===== src/rtl/vram_pkg.sv =====
// vram_pkg: VRAM geometry shared by the write front end and the display scanout,
// plus the write-side state encoding.
package vram_pkg;
    localparam int VRAM_AW = 13;
    localparam int VRAM_DW = 16;
    localparam int VRAM_WORDS = 8192;
    localparam logic [VRAM_AW-1:0] VRAM_LAST = 13'd8191;
    typedef enum logic [1:0] {RUN, DRAIN, CLEAR} vram_wr_state_t;
endpackage


===== src/rtl/vram_wr_fifo.sv =====
// vram_wr_fifo: synchronous FIFO with combinational head data.
// DEPTH must be a power of two, at least 2.
module vram_wr_fifo #(
    parameter int DEPTH = 4,
    parameter int DW = 29
) (
    input  logic          clk,
    input  logic          rst_n,
    input  logic          i_push,
    input  logic          i_pop,
    input  logic [DW-1:0] i_data,
    output logic [DW-1:0] o_data,
    output logic          o_full,
    output logic          o_empty
);
    localparam int AW = $clog2(DEPTH);
    logic [DW-1:0] r_mem [DEPTH];
    logic [AW:0] r_wptr, r_rptr;
    // Extra pointer bit separates full from empty when the indices match.
    assign o_empty = r_wptr == r_rptr;
    assign o_full = (r_wptr[AW-1:0] == r_rptr[AW-1:0]) && (r_wptr[AW] != r_rptr[AW]);
    assign o_data = r_mem[r_rptr[AW-1:0]];
    always_ff @(posedge clk or negedge rst_n) begin
        if (!rst_n) begin
            r_wptr <= '0;
            r_rptr <= '0;
        end else begin
            if (i_push) r_wptr <= r_wptr + 1'b1;
            if (i_pop) r_rptr <= r_rptr + 1'b1;
        end
    end
    always_ff @(posedge clk) begin
        if (i_push) r_mem[r_wptr[AW-1:0]] <= i_data;
    end
endmodule


===== src/rtl/vram_writer.sv =====
// vram_writer: buffers CPU screen writes and drains them into the VRAM write port.
// Defining VRAM_CLEAR_EN adds the full-screen clear engine (DRAIN/CLEAR states).
module vram_writer
    import vram_pkg::*;
#(
    parameter int DEPTH = 4,
    parameter logic [VRAM_DW-1:0] CLEAR_VALUE = 16'h0000
) (
    input  logic               clk,
    input  logic               rst_n,
    input  logic               cpu_valid,
    input  logic [VRAM_AW-1:0] cpu_addr,
    input  logic [VRAM_DW-1:0] cpu_data,
    output logic               cpu_ready,
    input  logic               clear_req,
    output logic               busy,
    output logic               clear_done,
    input  logic               vram_wgrant,
    output logic               vram_wren,
    output logic [VRAM_AW-1:0] vram_waddr,
    output logic [VRAM_DW-1:0] vram_wdata
);
    localparam int FW = VRAM_AW + VRAM_DW;
    logic [FW-1:0] w_head;
    logic w_full, w_empty, w_push, w_pop, w_clr_wr;
    vram_wr_state_t w_state;
    logic [VRAM_AW-1:0] w_clr_cnt;

    assign cpu_ready = rst_n && (w_state == RUN) && !w_full;
    assign w_push = cpu_valid && cpu_ready;
    assign w_pop = vram_wgrant && !w_empty && (w_state != CLEAR);
    assign w_clr_wr = vram_wgrant && (w_state == CLEAR);
    assign vram_wren = w_pop || w_clr_wr;
    assign vram_waddr = w_clr_wr ? w_clr_cnt : w_empty ? '0 : w_head[FW-1 -: VRAM_AW];
    assign vram_wdata = w_clr_wr ? CLEAR_VALUE : w_empty ? '0 : w_head[VRAM_DW-1:0];

    vram_wr_fifo #(.DEPTH(DEPTH), .DW(FW)) u_fifo (
        .clk     (clk),
        .rst_n   (rst_n),
        .i_push  (w_push),
        .i_pop   (w_pop),
        .i_data  ({cpu_addr, cpu_data}),
        .o_data  (w_head),
        .o_full  (w_full),
        .o_empty (w_empty)
    );

`ifdef VRAM_CLEAR_EN
    vram_wr_state_t r_state;
    logic [VRAM_AW-1:0] r_clr_cnt;
    logic r_busy, r_done;
    // busy and clear_done are registered alongside the state so they track it exactly.
    always_ff @(posedge clk or negedge rst_n) begin
        if (!rst_n) begin
            r_state <= RUN;
            r_clr_cnt <= '0;
            r_busy <= 1'b0;
            r_done <= 1'b0;
        end else begin
            r_done <= 1'b0;
            case (r_state)
                RUN: if (clear_req) begin
                    r_state <= DRAIN;
                    r_busy <= 1'b1;
                end
                DRAIN: if (w_empty) begin
                    r_state <= CLEAR;
                    r_clr_cnt <= '0;
                end
                CLEAR: if (vram_wgrant) begin
                    r_clr_cnt <= r_clr_cnt + 1'b1;
                    if (r_clr_cnt == VRAM_LAST) begin
                        r_state <= RUN;
                        r_busy <= 1'b0;
                        r_done <= 1'b1;
                    end
                end
                default: r_state <= RUN;
            endcase
        end
    end
    assign w_state = r_state;
    assign w_clr_cnt = r_clr_cnt;
    assign busy = r_busy;
    assign clear_done = r_done;
`else
    logic w_unused;
    assign w_unused = clear_req;
    assign w_state = RUN;
    assign w_clr_cnt = '0;
    assign busy = 1'b0;
    assign clear_done = 1'b0;
`endif
endmodule


===== config.mk =====
export PLATFORM = sky130hd
export DESIGN_NAME = vram_writer
export DESIGN_NICKNAME = d
export VERILOG_FILES = /design/src/rtl/vram_pkg.sv /design/src/rtl/vram_wr_fifo.sv /design/src/rtl/vram_writer.sv
export SDC_FILE = /design/constraint.sdc
export NUM_CORES = 1
export LEC_CHECK = 0
export BUFFER_PORTS_ARGS = -buffer_cell sky130_fd_sc_hd__buf_2
export CELL_PAD_IN_SITES_DETAIL_PLACEMENT = 1
export CELL_PAD_IN_SITES_GLOBAL_PLACEMENT = 1
export CORE_MARGIN = 3
export CORE_UTILIZATION = 35
export CTS_BUF_LIST = sky130_fd_sc_hd__clkbuf_8
export DETAILED_ROUTE_END_ITERATION = 8
export MAX_ROUTING_LAYER = met4
export PLACE_DENSITY = 0.62
export SKIP_LAST_GASP = 1
export SYNTH_ARGS = -nofsm -noshare
export SYNTH_HDL_FRONTEND = slang
export SYNTH_HIERARCHICAL = 1
export SYNTH_SLANG_ARGS = --single-unit

===== constraint.sdc =====
create_clock -name clk -period 4.6 [get_ports clk]
set_clock_uncertainty 0.15 [all_clocks]
set_input_delay 0.92 -clock clk [delete_from_list [all_inputs] [get_ports clk]]
set_output_delay 0.92 -clock clk [all_outputs]
set_load 0.03 [all_outputs]

Yosys cells after proc, flatten, opt, wreduce, memory -nomap -nowiden:

Memories as Yosys holds them, arrays and structs flattened.
Cells that the tools add are included.

* register bits after elaboration: 6
* memory bits (writable): 116
* input bits: 34
* output and inout port bits: 33
* word-level logic and storage cells: 18
* memories kept: 1

* add/subtract/negate cells: 2
* equal/unequal tests: 3
* multiplexer cells: 4
* reductions and logical operators: 6

Memories
* u_fifo.r_mem: depth 4, bits a word 29, rd ports 1, clocked after memory_dff 0, wr ports 1, line vram_wr_fifo.sv:17 `logic [DW-1:0] r_mem [DEPTH];`

Operators with widths (count)
* 16-bit two-way mux: 1
* 13-bit two-way mux: 1
* 3-bit by 1-bit adder with 3-bit output, second input constant: 2
* 1-bit logical AND: 4
* 3-bit == test: 1
* 2-bit == test: 1
* 1-bit zero test: 2
* 1-bit two-way mux: 2
* 1-bit != test: 1

Longest topological paths before layout:

* depth after elaboration: 7
* depth in mapped cells: 7

Hierarchy:

The synthesis kept the hierarchy.

Modules (own cells, without submodules)
* vram_wr_fifo: instances 1, cells an instance 181, area each 4531.8 µm²
* vram_writer: instances 1, cells an instance 38, area each 315.3 µm²

Worst setup path after synthesis:

Ideal clock, no wire load.

* path type: reg-to-output
* from: register u_fifo.r_rptr[0]
* to: output port vram_waddr[5]
* arrival time: 1.555 ns
* required time: 3.530 ns
* setup slack: 1.975 ns
* stages on the path, launching flop included: 6
* cells stage by stage: dfrtp_1 > buf_6 > xor2_1 > nor3b_1 > buf_6 > nor2b_1

* cells in the longest elaborated chain, start to end: 2
* elaborated cells on any way between the ends: 3
* those cells by class: eq/ne (1); mux (1); memory (1)

Ends and longest elaborated chain
* start: declaration: line vram_wr_fifo.sv:18 `logic [AW:0] r_wptr, r_rptr;`
* start signal: assignment: line vram_wr_fifo.sv:29 `if (i_pop) r_rptr <= r_rptr + 1'b1;`
* 3-bit == test: line vram_wr_fifo.sv:20 `assign o_empty = r_wptr == r_rptr;`
* net w_empty: line vram_writer.sv:25 `logic w_full, w_empty, w_push, w_pop, w_clr_wr;`
* 13-bit two-way mux: line vram_writer.sv:34 `assign vram_waddr = w_clr_wr ? w_clr_cnt : w_empty ? '0 : w_head[FW-1 -: VRAM_AW];`
* end: declaration: line vram_writer.sv:20 `output logic [VRAM_AW-1:0] vram_waddr,`

The timed path passes the listed nets, and every way through them passes these cells.

Final worst setup path:

* from: register u_fifo.r_wptr[2]
* to: output port vram_wdata[11]

* cells in the longest elaborated chain, start to end: 2

Ends and longest elaborated chain
* start: declaration: line vram_wr_fifo.sv:18
* start signal: assignment: line vram_wr_fifo.sv:28 `if (i_push) r_wptr <= r_wptr + 1'b1;`
* 3-bit == test: line vram_wr_fifo.sv:20
* net w_empty: line vram_writer.sv:25
* 16-bit two-way mux: line vram_writer.sv:35 `assign vram_wdata = w_clr_wr ? CLEAR_VALUE : w_empty ? '0 : w_head[VRAM_DW-1:0];`
* end: declaration: line vram_writer.sv:21 `output logic [VRAM_DW-1:0] vram_wdata`

The timed path passes the listed nets, and every way through them passes these cells.

==> run_results.csv <==
group,metric,value,unit
layout,final_cells,484,
synth,synth_top_area_share,71.9,%
synth,mappedNetlistArea,4850,um^2
clock_tree,post_cts_resized,0,
global_route,grt_max_degree,32,
drt,vias_per_cell,4.66,
global_route,grt_pass1_vias,2569,
sta,timing.final.crit_share,76.7,%
global_route,grt_overflow,0,
floorplanning,die-area,15300,um^2
synth,synth_edf_count,116,
layout,seqCellArea,3640,um^2
floorplanning,start_util,36.2,%
setup_path,critPathArrivalTime,2.46,ns
drt,ant_nets,0,
clock_tree,clkSinkCount,122,
setup_path,crit_path_start_kind,"flip-flop",
sta,finalSetupTns,0,ns
run,cap_viol_max_count,0,
clock_tree,cts_max_level,4,
synth,synth_flop_cell,"edfxtp_1",
clock_tree,cts_root_buf,"clkbuf_8",
sta,relSlewSlack,40.0,%
status,status,"finished, final reports clean",
synth,synth.avg_cell_area,22.1,um^2
layout,nets,334,
synth,ys_ff_latch,122,
global_route,grt_pass1_wl,14.4,mm
setup_path,setup.worst_path.class,"reg2out",
sta,fmax,283,MHz
floorplanning,rows,42,
hold_path,hold_path_class,"in2async",
synth,yosysWarnings,6,
sta,post-route-min-period,3.53,ns
pwr,powerDensity,703,nW/um^2
layout,synthToLayoutAreaGrowth,17.3,%
place,gp_congestion,0.667,
clock_tree,cts.clk_slew.worst_paths,0.06,ns
setup_path,worst-path-max-fanout,12,
floorplanning,ios,67,
floorplanning,die_height,124,um
synth,synth-async-reset-ratio,4.92,%
sta,hold_viol,0,
setup_path,crit_required,3.53,ns
clock_tree,cts_inserted_buffers,17,
sta,finalSetupViolCount,0,
synth,ys_seq_area_share,75.0,%
global_route,antenna_found_initial,1,
sta,slew_viol_final,0,
floorplanning,die_x,124,um
floorplanning,fp.coreArea,13400,um^2
clock_tree,post_cts_buffers,0,
drt,wire_per_inst,19.1,um
synth,ys_types,21,
pwr,p_leak,1.99,nW
clock_tree,cts_hold_buf,0,
pwr,ir_drop,286,uV
drt,drtPass1Iterations,4,
setup_path,r2r_slack,2.14,ns
clock_tree,cts_buffer_depth,2,
synth,yosys.area.top_type,"edfxtp_1",
place,place_hpwl,5.48,mm
clock_tree,cts_tree,"done",
layout,n_fill_cell,1309,
global_route,grtUsageTotal,13.6,%
synth,synth.most_common_cell,"edfxtp_1",
drt,drc,0,
synth,synth_common_cells,"edfxtp_1, mux4_2, nor2b_2",
layout,drive_gt1_share,49.2,%
place,place_inst,452,
drt,drtIter0Drc,189,
sta,rsz0062_at_grt,"no",
layout,multi_input_area,1120,um^2
drt,routed_wl,9.25,mm
synth,synth_area_leaders,"edfxtp_1, mux4_2, nor2b_2",
drt,via_count,2255,
setup_path,crit_path_end_kind,"output pin",
synth,synthCells,219,
place,port_buffers,63,
clock_tree,clk_latency,0.41,ns
sta,worstMarginPinSlew,0.900,ns
[through the flow]
stage               total power [mW]  utilization (%)  setup WS (ns)  hold slack (ns)  cell area, um^2
floorplan                       2.78                -           1.97            0.312             4850
global placement                3.21             39.8           1.42            0.326             5330
detailed placement              3.23             39.8           1.41            0.332             5330
CTS                             4.09             42.4          0.926            0.157             5680
global route                    4.25             42.4          0.832            0.153             5680
finish                          4.00             42.4           1.07            0.187             5680
[worst max-delay path, stage by stage (launching register included)]
cell and delay (ns):
dfrtp_1 0.40, xnor2_1 0.21, nor3b_2 0.77, buf_4 0.39, nor2b_1 0.09, buf_2 0.18
[metal layers]
| layer | global-route usage [%] | up-vias | wire length, um | share of wire, % |
|---|---|---|---|---|
| li1 | - | 1021 | - | - |
| met2 | 21.7 | 58 | 4770 | 52 |
| met4 | 4.15 | 0 | 26 | 0.28 |
| met5 | - | - | 0 | 0 |
| met1 | 16.6 | 1174 | 3940 | 43 |
| met3 | 4.63 | 2 | 505 | 5.5 |
[cell families (layout without fill, tap and decap cells)]
group	Yosys count	count (layout)	synth area share, %
flip-flops	122	122	75.0
AND/OR/NAND/NOR	40	40	6.35
multiplexers	30	30	13.8
buffers and inverters	13	100	2.17
XOR/XNOR	7	7	1.26
adder cells (fa/ha/maj)	5	5	1.29
other	1	3	0.0774
AO/OA/AOI/OAI	1	1	0.103
[path summary, 6_finish.rpt]
check / start / endpoint / cells after the start
worst max register to register: u_fifo/r_wptr[0] / u_fifo/r_mem[3][4] / 4
worst min register to register: u_fifo/r_wptr[2] / u_fifo/r_wptr[2] / 1
max in group asynchronous: rst_n / u_fifo/r_rptr[0] / 1
worst max-delay path: u_fifo/r_wptr[2] / vram_wdata[11] / 5
min in group clk: u_fifo/r_wptr[2] / u_fifo/r_wptr[2] / 1
worst min-delay path: rst_n / u_fifo/r_rptr[2] / 1
[flip-flops by register name (all words and copies together), names as in the netlist]
register and cells:
u_fifo/r_rptr 3, u_fifo/r_mem 116, u_fifo/r_wptr 3
[area by class of cell]
class	count	share of cell area, %
inverters	2	0.132
multi-input cells	85	19.7
well taps	176	3.87
repair buffers	67	6.08
flip-flops and latches	122	64.0
clock inverters	14	2.05
clock buffers	17	4.12
diodes	1	0.0440
[report_power, final]
group	internal [mW]	leakage [nW]	switching (mW)
Combinational	0.634	0.688	1.09
Sequential	1.38	1.12	0.0478
Clock	0.461	0.185	0.385
[cells in the final DEF, fill, tap and decap left out]
cell type	netlist	final
mux4_1	1	1
and2_2	0	4
nor2b_1	7	7
nand2_1	2	2
xnor2_1	2	2
xor2_1	5	5
mux4_2	28	28
mux2_2	1	1
buf_2	3	63
nor3_1	1	1
o21ai_0	1	1
clkinv_1	0	4
nor2b_2	24	24
conb_1	1	2
diode_2	0	1
dfrtp_2	0	2
edfxtp_1	116	116
nor3b_2	0	1
clkinvlp_4	0	2
ha_1	5	5
buf_4	2	4
clkbuf_8	0	17
clkinv_2	0	3
and3b_1	1	1
dfrtp_1	6	4
bufinv_16	0	2
inv_1	2	5
Power figures use the tool's default switching activity.
